**config.mk**
```make
export PLATFORM = sky130hd
export DESIGN_NAME = mux2_arbiter
export DESIGN_NICKNAME = d
export VERILOG_FILES = /design/src/rtl/mux2_arbiter_pkg.sv /design/src/rtl/mux2_arbiter_mux.sv /design/src/rtl/mux2_arbiter.sv
export SDC_FILE = /design/constraint.sdc
export NUM_CORES = 1
export LEC_CHECK = 0
export ABC_AREA = 1
export ABC_CLOCK_PERIOD_IN_PS = 1500
export BUFFER_PORTS_ARGS = -buffer_cell sky130_fd_sc_hd__buf_2
export CAP_MARGIN = 10
export CORE_MARGIN = 5
export CORE_UTILIZATION = 48
export CTS_CLUSTER_SIZE = 8
export DETAILED_ROUTE_END_ITERATION = 8
export GPL_TIMING_DRIVEN = 0
export PLACE_DENSITY = 0.83
export SYNTH_ARGS = -nofsm -noshare
export SYNTH_HDL_FRONTEND = slang
export SYNTH_SLANG_ARGS = --single-unit
```
**constraint.sdc**
```tcl
create_clock -name clk -period 1.5 [get_ports clk]
set_input_delay 0.075 -clock clk [delete_from_list [all_inputs] [get_ports clk]]
set_output_delay 0.075 -clock clk [all_outputs]
set_load 0.02 [all_outputs]
```
**src/rtl/mux2_arbiter_pkg.sv**
```systemverilog
// Shared definitions for the two-requester arbiter.
//   sel_e        : winner / mux select encoding (SEL_0 routes data0, SEL_1 routes data1)
//   buf_state_e  : output buffer occupancy
//   STARVE_MAX_DEFAULT : default number of back-to-back req0 wins tolerated in fixed-priority mode
package mux2_arbiter_pkg;

  typedef enum logic {
    SEL_0 = 1'b0,
    SEL_1 = 1'b1
  } sel_e;

  typedef enum logic {
    StEmpty = 1'b0,
    StFull  = 1'b1
  } buf_state_e;

  localparam int unsigned STARVE_MAX_DEFAULT = 3;

  function automatic sel_e other_sel(input sel_e s);
    return (s == SEL_0) ? SEL_1 : SEL_0;
  endfunction

endpackage

```
**src/rtl/mux2_arbiter_mux.sv**
```systemverilog
// Plain 2:1 data multiplexer.
//   in0_i / in1_i : candidate words
//   sel_i         : 0 selects in0_i, 1 selects in1_i
//   out_o         : selected word
module mux2_arbiter_mux #(
  parameter int unsigned Width = 8
) (
  input  logic [Width-1:0] in0_i,
  input  logic [Width-1:0] in1_i,
  input  logic             sel_i,
  output logic [Width-1:0] out_o
);

  always_comb begin
    out_o = sel_i ? in1_i : in0_i;
  end

endmodule

```
**src/rtl/mux2_arbiter.sv**
```systemverilog
// Two-requester arbiter feeding a one-entry output buffer.
//   clk, rst_n       : clock, asynchronous active-low reset
//   prio_mode        : 0 = round-robin, 1 = fixed priority to req0 with starvation guard
//   req0/req1        : requests, held until granted
//   data0/data1      : request payloads
//   gnt0/gnt1        : combinational grants, high in the capture cycle
//   sel              : mux control (winner on capture, otherwise last value)
//   out_valid        : output buffer holds a word
//   out_ready        : downstream accepts the held word
//   out_data         : registered payload
//   xfer_count       : captured words, modulo 256
module mux2_arbiter
  import mux2_arbiter_pkg::*;
#(
  parameter int unsigned DATA_W     = 8,
  parameter int unsigned STARVE_MAX = STARVE_MAX_DEFAULT
) (
  input  logic              clk,
  input  logic              rst_n,
  input  logic              prio_mode,
  input  logic              req0,
  input  logic              req1,
  input  logic [DATA_W-1:0] data0,
  input  logic [DATA_W-1:0] data1,
  output logic              gnt0,
  output logic              gnt1,
  output logic              sel,
  output logic              out_valid,
  input  logic              out_ready,
  output logic [DATA_W-1:0] out_data,
  output logic [7:0]        xfer_count
);

  localparam int unsigned SCW = (STARVE_MAX < 1) ? 1 : $clog2(STARVE_MAX + 1);
  localparam logic [SCW-1:0] StarveLimit = SCW'(STARVE_MAX);

  buf_state_e        state_q, state_d;
  sel_e              last_q, last_d;
  sel_e              sel_q, sel_d;
  sel_e              winner;
  logic [DATA_W-1:0] out_data_q, out_data_d;
  logic [DATA_W-1:0] mux_out;
  logic [7:0]        cnt_q, cnt_d;
  logic [SCW-1:0]    starve_q, starve_d;
  logic              load_ok;
  logic              capture;

  // Arbitration
  always_comb begin
    winner = SEL_0;
    if (req0 && req1) begin
      if (prio_mode) begin
        winner = (starve_q == StarveLimit) ? SEL_1 : SEL_0;
      end else begin
        winner = other_sel(last_q);
      end
    end else if (req1) begin
      winner = SEL_1;
    end
  end

  // Grants are suppressed while reset is held so nothing is handshaken mid-reset.
  always_comb begin
    load_ok = (state_q == StEmpty) || out_ready;
    capture = rst_n && load_ok && (req0 || req1);
    gnt0    = capture && (winner == SEL_0);
    gnt1    = capture && (winner == SEL_1);
    sel_d   = capture ? winner : sel_q;
    sel     = sel_d;
  end

  mux2_arbiter_mux #(
    .Width(DATA_W)
  ) u_mux (
    .in0_i(data0),
    .in1_i(data1),
    .sel_i(sel),
    .out_o(mux_out)
  );

  // Buffer FSM and bookkeeping next-state
  always_comb begin
    state_d    = state_q;
    out_data_d = out_data_q;
    last_d     = last_q;
    cnt_d      = cnt_q;
    starve_d   = starve_q;

    if (capture) begin
      state_d    = StFull;
      out_data_d = mux_out;
      last_d     = winner;
      cnt_d      = cnt_q + 8'd1;
    end else if ((state_q == StFull) && out_ready) begin
      state_d = StEmpty;
    end

    // Counts req0 wins that happened while req1 was waiting.
    if (!req1) begin
      starve_d = '0;
    end else if (capture) begin
      if (winner == SEL_1) begin
        starve_d = '0;
      end else if (starve_q != StarveLimit) begin
        starve_d = starve_q + 1'b1;
      end
    end
  end

  always_ff @(posedge clk or negedge rst_n) begin
    if (!rst_n) begin
      state_q    <= StEmpty;
      out_data_q <= '0;
      sel_q      <= SEL_0;
      last_q     <= SEL_1;  // req0 wins the first tie
      cnt_q      <= '0;
      starve_q   <= '0;
    end else begin
      state_q    <= state_d;
      out_data_q <= out_data_d;
      sel_q      <= sel_d;
      last_q     <= last_d;
      cnt_q      <= cnt_d;
      starve_q   <= starve_d;
    end
  end

  assign out_valid  = (state_q == StFull);
  assign out_data   = out_data_q;
  assign xfer_count = cnt_q;

endmodule
```
==> impl_summary.log, run 1 <==
INFO  metric final_layout_size_suffix_gt1_share = 32.7%
INFO  metric netSwitchingFraction = about 42%
INFO  metric antenna_fix_cells = 0
INFO  metric first_pass_grt_wire_length = about 4800 um
INFO  metric synth.area.top_cells = sky130_fd_sc_hd__dfrtp_1 44%, sky130_fd_sc_hd__nand2_1 22%, sky130_fd_sc_hd__inv_1 8.5%
INFO  metric initial_core_util = 50.9%
INFO  metric combPwrFrac = 42.0%
INFO  metric power.clock.fraction = between 10 and 15%
INFO  metric ios = 42
INFO  metric floorplan.die_area = about 3500 um^2
INFO  metric start_kind = flip-flop
INFO  metric largest_family_of_logic_cells_by_synthesized_area = simple AND/OR/NAND/NOR gates
INFO  metric clkSinkCount = 21
INFO  metric most-common-layout-cells = 65 x sky130_fd_sc_hd__nand2_1, 38 x sky130_fd_sc_hd__buf_2, 24 x sky130_fd_sc_hd__inv_1
INFO  metric synth.yosys.seq_area_share = between 40% and 50%
INFO  metric critical_path_class = flip-flop to output port
INFO  metric design.core.area = 2250 um^2
INFO  metric cts_buffers = 3
INFO  metric critical_path.top_delay_family = flip-flops
INFO  metric cp_data_required_time = 1.42 ns
INFO  metric synth_xor_area_share = between 3 and 4%
INFO  metric worst_stage_delay_on_the_critical_path = around 0.41 ns
INFO  metric report.final.slew_viol_count = 0
INFO  metric die_h = slightly below 60 um
INFO  metric fin_cells = 242
INFO  metric path_max_fanout = 5
INFO  metric worst_skew_pair.late_latency = just over 0.3 ns
INFO  metric multiInputGateArea = between 500 and 600 um^2
INFO  metric cts_root_buf = sky130_fd_sc_hd__clkbuf_4
INFO  metric final.fill_count = 200
INFO  metric utilization = between 60% and 70%
INFO  metric timing.fmax = between 0.6 and 0.7 GHz
INFO  metric placed_cells_incl_taps = 226
INFO  metric worst_clock_skew = 0.00710 ns
INFO  metric yosys.cell_types.count = 21
INFO  metric synth_adder_area_share = under 10%
INFO  metric syn_avg_cell_area = 7.31 um^2
INFO  metric area.growth.synth_to_final = 35.7%
INFO  metric globalRouteTotalUtil = about 18%
INFO  metric portBuffers = 41
INFO  metric power_density = roughly 1300 nW/um^2
INFO  metric simple_gate_fraction_of_synth_area = around 36%
INFO  metric internal_power = between 1 and 1.5 mW
INFO  metric finalHoldViolCount = 0
INFO  metric detail_route.drc_violations = 0
INFO  metric synth-warning-count = 0
INFO  metric cts_tree = built
INFO  metric regArea = approximately 530 um^2
INFO  metric critical_path_arrival = around 1.5 ns
INFO  metric timing.hold.worst.class = primary input to flip-flop
INFO  metric design.final.nets = 239
INFO  metric yosysTopAreaCell = sky130_fd_sc_hd__dfrtp_1
INFO  metric synth.net_count = around 180
INFO  metric cellLeakagePower = about 0.95 nW
INFO  metric mostFrequentLayoutCell = sky130_fd_sc_hd__nand2_1
INFO  metric cap_viol_max_count = 0
INFO  metric maximum_number_of_pins_on_one_net_before_global_route_repair = 23
INFO  metric seq_power_share = 43.8%
INFO  metric yosys-mux-area-fraction = 0%
INFO  metric finalCritPeriodShare = 102%
INFO  metric grt_setup_unrepaired = true
INFO  metric detailed_router_iteration_count_before_antenna_repair = 4
INFO  metric cts.clk_slew.worst_paths = 0.12 ns
INFO  metric gpl.final_weighted_congestion = about 0.8
INFO  metric post_synth_instance_area = between 1000 and 1500 um^2
INFO  metric outcome = complete, but fails checks
INFO  metric initialDrtViolationCount = 28
INFO  metric wl_per_cell = around 12 um
INFO  metric cp_slowest_cell = sky130_fd_sc_hd__dfrtp_1
INFO  metric clk_buf_depth = 2
INFO  metric worstPathBufferInverterCount = 1
INFO  metric irDropWorstVdd = between 0.7 and 0.8 mV
INFO  metric die_wd = between 50 and 60 um
INFO  metric yosys_register_bits = 21
INFO  metric critical_path.endpoint_type = output port
INFO  metric yosysTopAreaCellShare = between 40% and 50%
INFO  metric antenna_left = 0
INFO  metric timing_worst_slew_pin_value = about 0.91 ns
INFO  metric final.min_clock_period = 1.54 ns
INFO  metric synth_compound_area_share = 2.18%
INFO  metric ctsHtreeMaxLevel = 1
INFO  metric dp_hpwl = 2000 um
INFO  metric first_global_vias = 1122
INFO  metric floorplan.rows = 17
INFO  metric failed_checks = setup timing
INFO  metric routed_wirelength = 2800 um
INFO  metric final_critical_path_setup_slack = -0.0372 ns
INFO  metric p_sw = slightly above 0.8 mW
INFO  metric slew_headroom = 39.3%
INFO  metric postSynthCellCount = between 150 and 200
INFO  metric post_dr_vias_cell = between 4 and 5
INFO  metric grt.overflow.total = 0
INFO  metric detailroute.via_count = around 1200
INFO  metric setup-violations-final = 3
INFO  metric antenna_found_initial = 0
INFO  metric crit_path_cell_trace = ha_2 -> nand2_1 -> nand3_2 -> nand3_4 -> o21ai_2 -> buf_6
## power groups by stage
stage	combinational [mW]	sequential, mW	clock [mW]
after floorplan	0.329	1.03	0
after global placement	0.751	0.860	0
after detailed placement	0.775	0.870	0
after CTS	0.823	0.862	0.281
after global routing	0.919	0.890	0.318
final	0.823	0.858	0.278
## metrics by stage
stage | total power [mW] | setup TNS [ns] | setup slack [ns] | hold slack (ns) | area (um^2)
after floorplan | 1.36 | 0 | 0.000904 | -0.221 | 1150
after global placement | 1.61 | 0 | 0.0499 | 0.0710 | 1390
after detailed placement | 1.65 | 0 | 0.00787 | 0.0818 | 1390
after CTS | 1.96 | -0.0277 | -0.0277 | -0.263 | 1520
after global routing | 2.13 | -0.380 | -0.140 | 0.0643 | 1560
final | 1.96 | -0.0612 | -0.0372 | 0.0402 | 1560
## worst register-to-register path, delay by kind of cell, from the launching register on
family,cells,cell delay [ns]
AO/OA/AOI/OAI,1,0.14
adder cells (fa/ha/maj),1,0.20
buffers and inverters,2,0.20
flip-flops,1,0.41
AND/OR/NAND/NOR,4,0.37
## Yosys cell counts, drive strengths merged
cell type,instances
nand3,16
nand2,69
buf,2
nor2,6
clkinv,1
ha,2
clkbuf,1
dfrtp,20
o21ai,5
nor3,1
inv,26
xor2,3
dfstp,1
nand4,3
xnor2,1
## worst paths after layout
check,endpoint,cells after the start,slack (ns),from
setup reg to reg,starve_q[1],8,0.12,starve_q[0]
hold reg to reg,out_data[4],2,0.49,out_data[4]
max in group asynchronous,out_data[7],2,0.46,rst_n
hold / removal,out_data[0],5,0.04,data1[0]
min in group asynchronous,last_q,2,0.33,rst_n
setup / recovery,sel,6,-0.04,starve_q[0]
## registers in the layout, indices dropped and copies added, names as in the netlist
signal,flops
last_q,1
out_data,8
out_valid,1
sel_q,1
starve_q,2
xfer_count,8
## metal layers
layer / up-vias / GRT usage, % / wire length [um]
li1: 593 / - / -
met1: 527 / 22.4 / 1190
met2: 31 / 30.4 / 1390
met3: 5 / 3.51 / 173
met4: 0 / 6.80 / 40
met5: - / 0 / 0
## area by class of cell
type	count	area share, %
sequential	21	33.8
multi-input combinational	106	33.7
tap	28	2.25
buffer	2	0.723
timing repair buffer	54	21.0
clock buffer	4	1.69
inverter	27	6.83
## timing repair
action	4_1_cts	5_1_grt
buffers inserted	9	2
resized for setup	13	4
endpoints found under the hold margin	20	20
setup endpoints to repair	3	3
pin swaps	6	3
## logic make-up after synthesis
kind of cell / Yosys count
compound gates: 5
xor+xnor: 4
fa+ha+maj: 2
buf+inv: 30
flops: 21
simple gates: 95
Power figures use the tool's default switching activity.
==> inputs of run 2 (changes only) <==
--- a/config.mk
+++ b/config.mk
@@ -15,6 +15,7 @@
 export DETAILED_ROUTE_END_ITERATION = 8
 export GPL_TIMING_DRIVEN = 0
 export PLACE_DENSITY = 0.83
+export SETUP_SLACK_MARGIN = 0.5
 export SYNTH_ARGS = -nofsm -noshare
 export SYNTH_HDL_FRONTEND = slang
 export SYNTH_SLANG_ARGS = --single-unit
==> run 2 against run 1 <==
  * The flow finishes with violations (hold timing, setup timing)
  * Core utilization increased by 20 points
  * Sequential share of layout area fell by 7.1 points
  * Hold slack got worse by 0.31 ns
  * Critical path depth up 1
  * Via count is 21% higher
  * Clock power up 5%
  * Global-route usage grew 5.6 points
  * Final area rose by 28%
  * Final cell count up 7.4%
  * Wire length grew 57%
  * Combinational power rose by 64%
  * Worst setup slack got worse by 0.056 ns
  * Highest routed layer unchanged
==> impl_summary.log, run 2 (synthesis results as in run 1) <==
INFO  metric critical_path_class = flip-flop to output port
INFO  metric antenna_fix_cells = 0
INFO  metric slew_headroom = a little under two thirds
INFO  metric outcome = complete, but fails checks
INFO  metric timing.hold.worst.class = primary input to async pin
INFO  metric routed_wirelength = 4400 um
INFO  metric floorplan.die_area = 3470 um^2
INFO  metric detailed_router_iteration_count_before_antenna_repair = 5
INFO  metric crit_path_cell_trace = ha_4 -> nand2_4 -> nand3_4 -> nand3_4 -> buf_6 -> o21ai_4 -> buf_6
INFO  metric cts_root_buf = sky130_fd_sc_hd__clkbuf_4
INFO  metric hold_ws = -0.270 ns
INFO  metric cts_buffers = 3
INFO  metric first_global_vias = 1415
INFO  metric worst_skew_pair.late_latency = about 0.31 ns
INFO  metric wl_per_cell = ~17 um
INFO  metric finalCritPeriodShare = 106%
INFO  metric cp_slowest_cell = sky130_fd_sc_hd__dfrtp_1
INFO  metric final.min_clock_period = about 1.6 ns
INFO  metric area.growth.synth_to_final = 74.3%
INFO  metric portBuffers = 41
INFO  metric detailroute.via_count = about 1400
INFO  metric setup-violations-final = 6
INFO  metric ctsHtreeMaxLevel = 1
INFO  metric start_kind = flip-flop
INFO  metric grt.overflow.total = 0
INFO  metric dp_hpwl = ~2000 um
INFO  metric clk_buf_depth = 2
INFO  metric failed_checks = hold timing, setup timing
INFO  metric worstPathBufferInverterCount = 2
INFO  metric mostFrequentLayoutCell = sky130_fd_sc_hd__nand2_1
INFO  metric irDropWorstVdd = between 0.9 and 1 mV
INFO  metric path_max_fanout = 4
INFO  metric gpl.final_weighted_congestion = 0.804
INFO  metric worst_stage_delay_on_the_critical_path = 0.46 ns
INFO  metric final_design_area_no_fill = about 2000 um^2
INFO  metric final_layout_size_suffix_gt1_share = between 50% and 60%
INFO  metric cap_viol_max_count = 0
INFO  metric critical_path.endpoint_type = output port
INFO  metric antenna_left = 0
INFO  metric initial_core_util = between 50% and 60%
INFO  metric cp_data_required_time = around 1.4 ns
INFO  metric cts_tree = built
INFO  metric initialDrtViolationCount = between 50 and 60
INFO  metric detail_route.drc_violations = 0
INFO  metric ios = between 40 and 50
INFO  metric globalRouteTotalUtil = 23.6%
INFO  metric die_h = 58.9 um
INFO  metric most-common-layout-cells = 50 x sky130_fd_sc_hd__nand2_1, 29 x sky130_fd_sc_hd__buf_2, 24 x sky130_fd_sc_hd__buf_6
INFO  metric timing_worst_slew_pin_value = roughly 0.55 ns
INFO  metric design.core.area = roughly 2300 um^2
INFO  metric post_dr_vias_cell = around 5.4
INFO  metric finalSetupTns = -0.219 ns
INFO  metric r2r_start = starve_q[1]
INFO  metric design.final.nets = 257
INFO  metric die_wd = a little under 60 um
INFO  metric power_density = 1280 nW/um^2
INFO  metric report.final.slew_viol_count = 0
INFO  metric worst_clock_skew = ~0.0030 ns
INFO  metric post_dp_cell_area = 1420 um^2
INFO  metric power.total = roughly 2.6 mW
INFO  metric timing.fmax = ~0.63 GHz
INFO  metric grt_setup_unrepaired = true
INFO  metric utilization = between 80% and 90%
INFO  metric first_pass_grt_wire_length = approximately 6300 um
INFO  metric critical_path.top_delay_family = flip-flops
INFO  metric final_critical_path_setup_slack = -0.0932 ns
INFO  metric maximum_number_of_pins_on_one_net_before_global_route_repair = 23
INFO  metric finalHoldViolCount = 20
INFO  metric antenna_found_initial = 0
INFO  metric cellLeakagePower = ~1.1 nW
INFO  metric clkSinkCount = 21
INFO  metric cts.clk_slew.worst_paths = between 0.1 and 0.15 ns
INFO  metric startpoint = starve_q[1]
INFO  metric critical_path_arrival = ~1.5 ns
INFO  metric floorplan.rows = 17
[run 2: power breakdown]
part           total [mW]  internal [mW]  switching (mW)
sequential          0.926          0.736           0.189
clock               0.293          0.104           0.190
combinational        1.35          0.617           0.733
total                2.57           1.46            1.11
[run 2: stage by stage]
stage               setup slack (ns)  instances  hold WS [ns]
global route                  -0.140        260        -0.243
finish                       -0.0932        260        -0.270
CTS                          -0.0229        252        -0.246
global placement              0.0726        226        0.0754
detailed placement            0.0273        226        0.0911
floorplan                      0.331        157        -0.221
[run 2: final cells by class]
| cell class | count | area (um^2) |
|---|---|---|
| Tap cell | 28 | 35.0 |
| Sequential cell | 21 | 534 |
| Clock buffer | 4 | 26.3 |
| Buffer | 3 | 51.3 |
| Timing Repair Buffer | 71 | 567 |
| Fill cell | 113 | 255 |
| Multi-Input combinational cell | 106 | 679 |
| Inverter | 27 | 106 |
[run 2: timing repair]
action / in CTS / in global routing
gates resized for setup: 48 / 38
setup endpoints to repair: 25 / 32
pin swaps: 14 / 9
endpoints found under the hold margin: 20 / 20
gates cloned: 0 / 1
setup buffers: 22 / 7
[run 2: metal layers]
layer	vias to the layer above	GRT usage [%]	share of wire (%)
met1	677	28.5	38
li1	627	-	-
met4	0	11.3	3.3
met3	14	4.61	7.8
met5	-	0	0
met2	80	39.9	51
[run 2: worst paths after layout]
path | end | slack, ns | depth (start not counted)
max in group asynchronous | xfer_count[0] | 1.38 | 1
min in group clk | out_data[3] | 0.04 | 5
setup reg to reg | out_data[6] | -0.02 | 10
setup / recovery | sel | -0.09 | 7
hold reg to reg | out_data[0] | 0.49 | 2
hold / removal | xfer_count[2] | -0.27 | 1
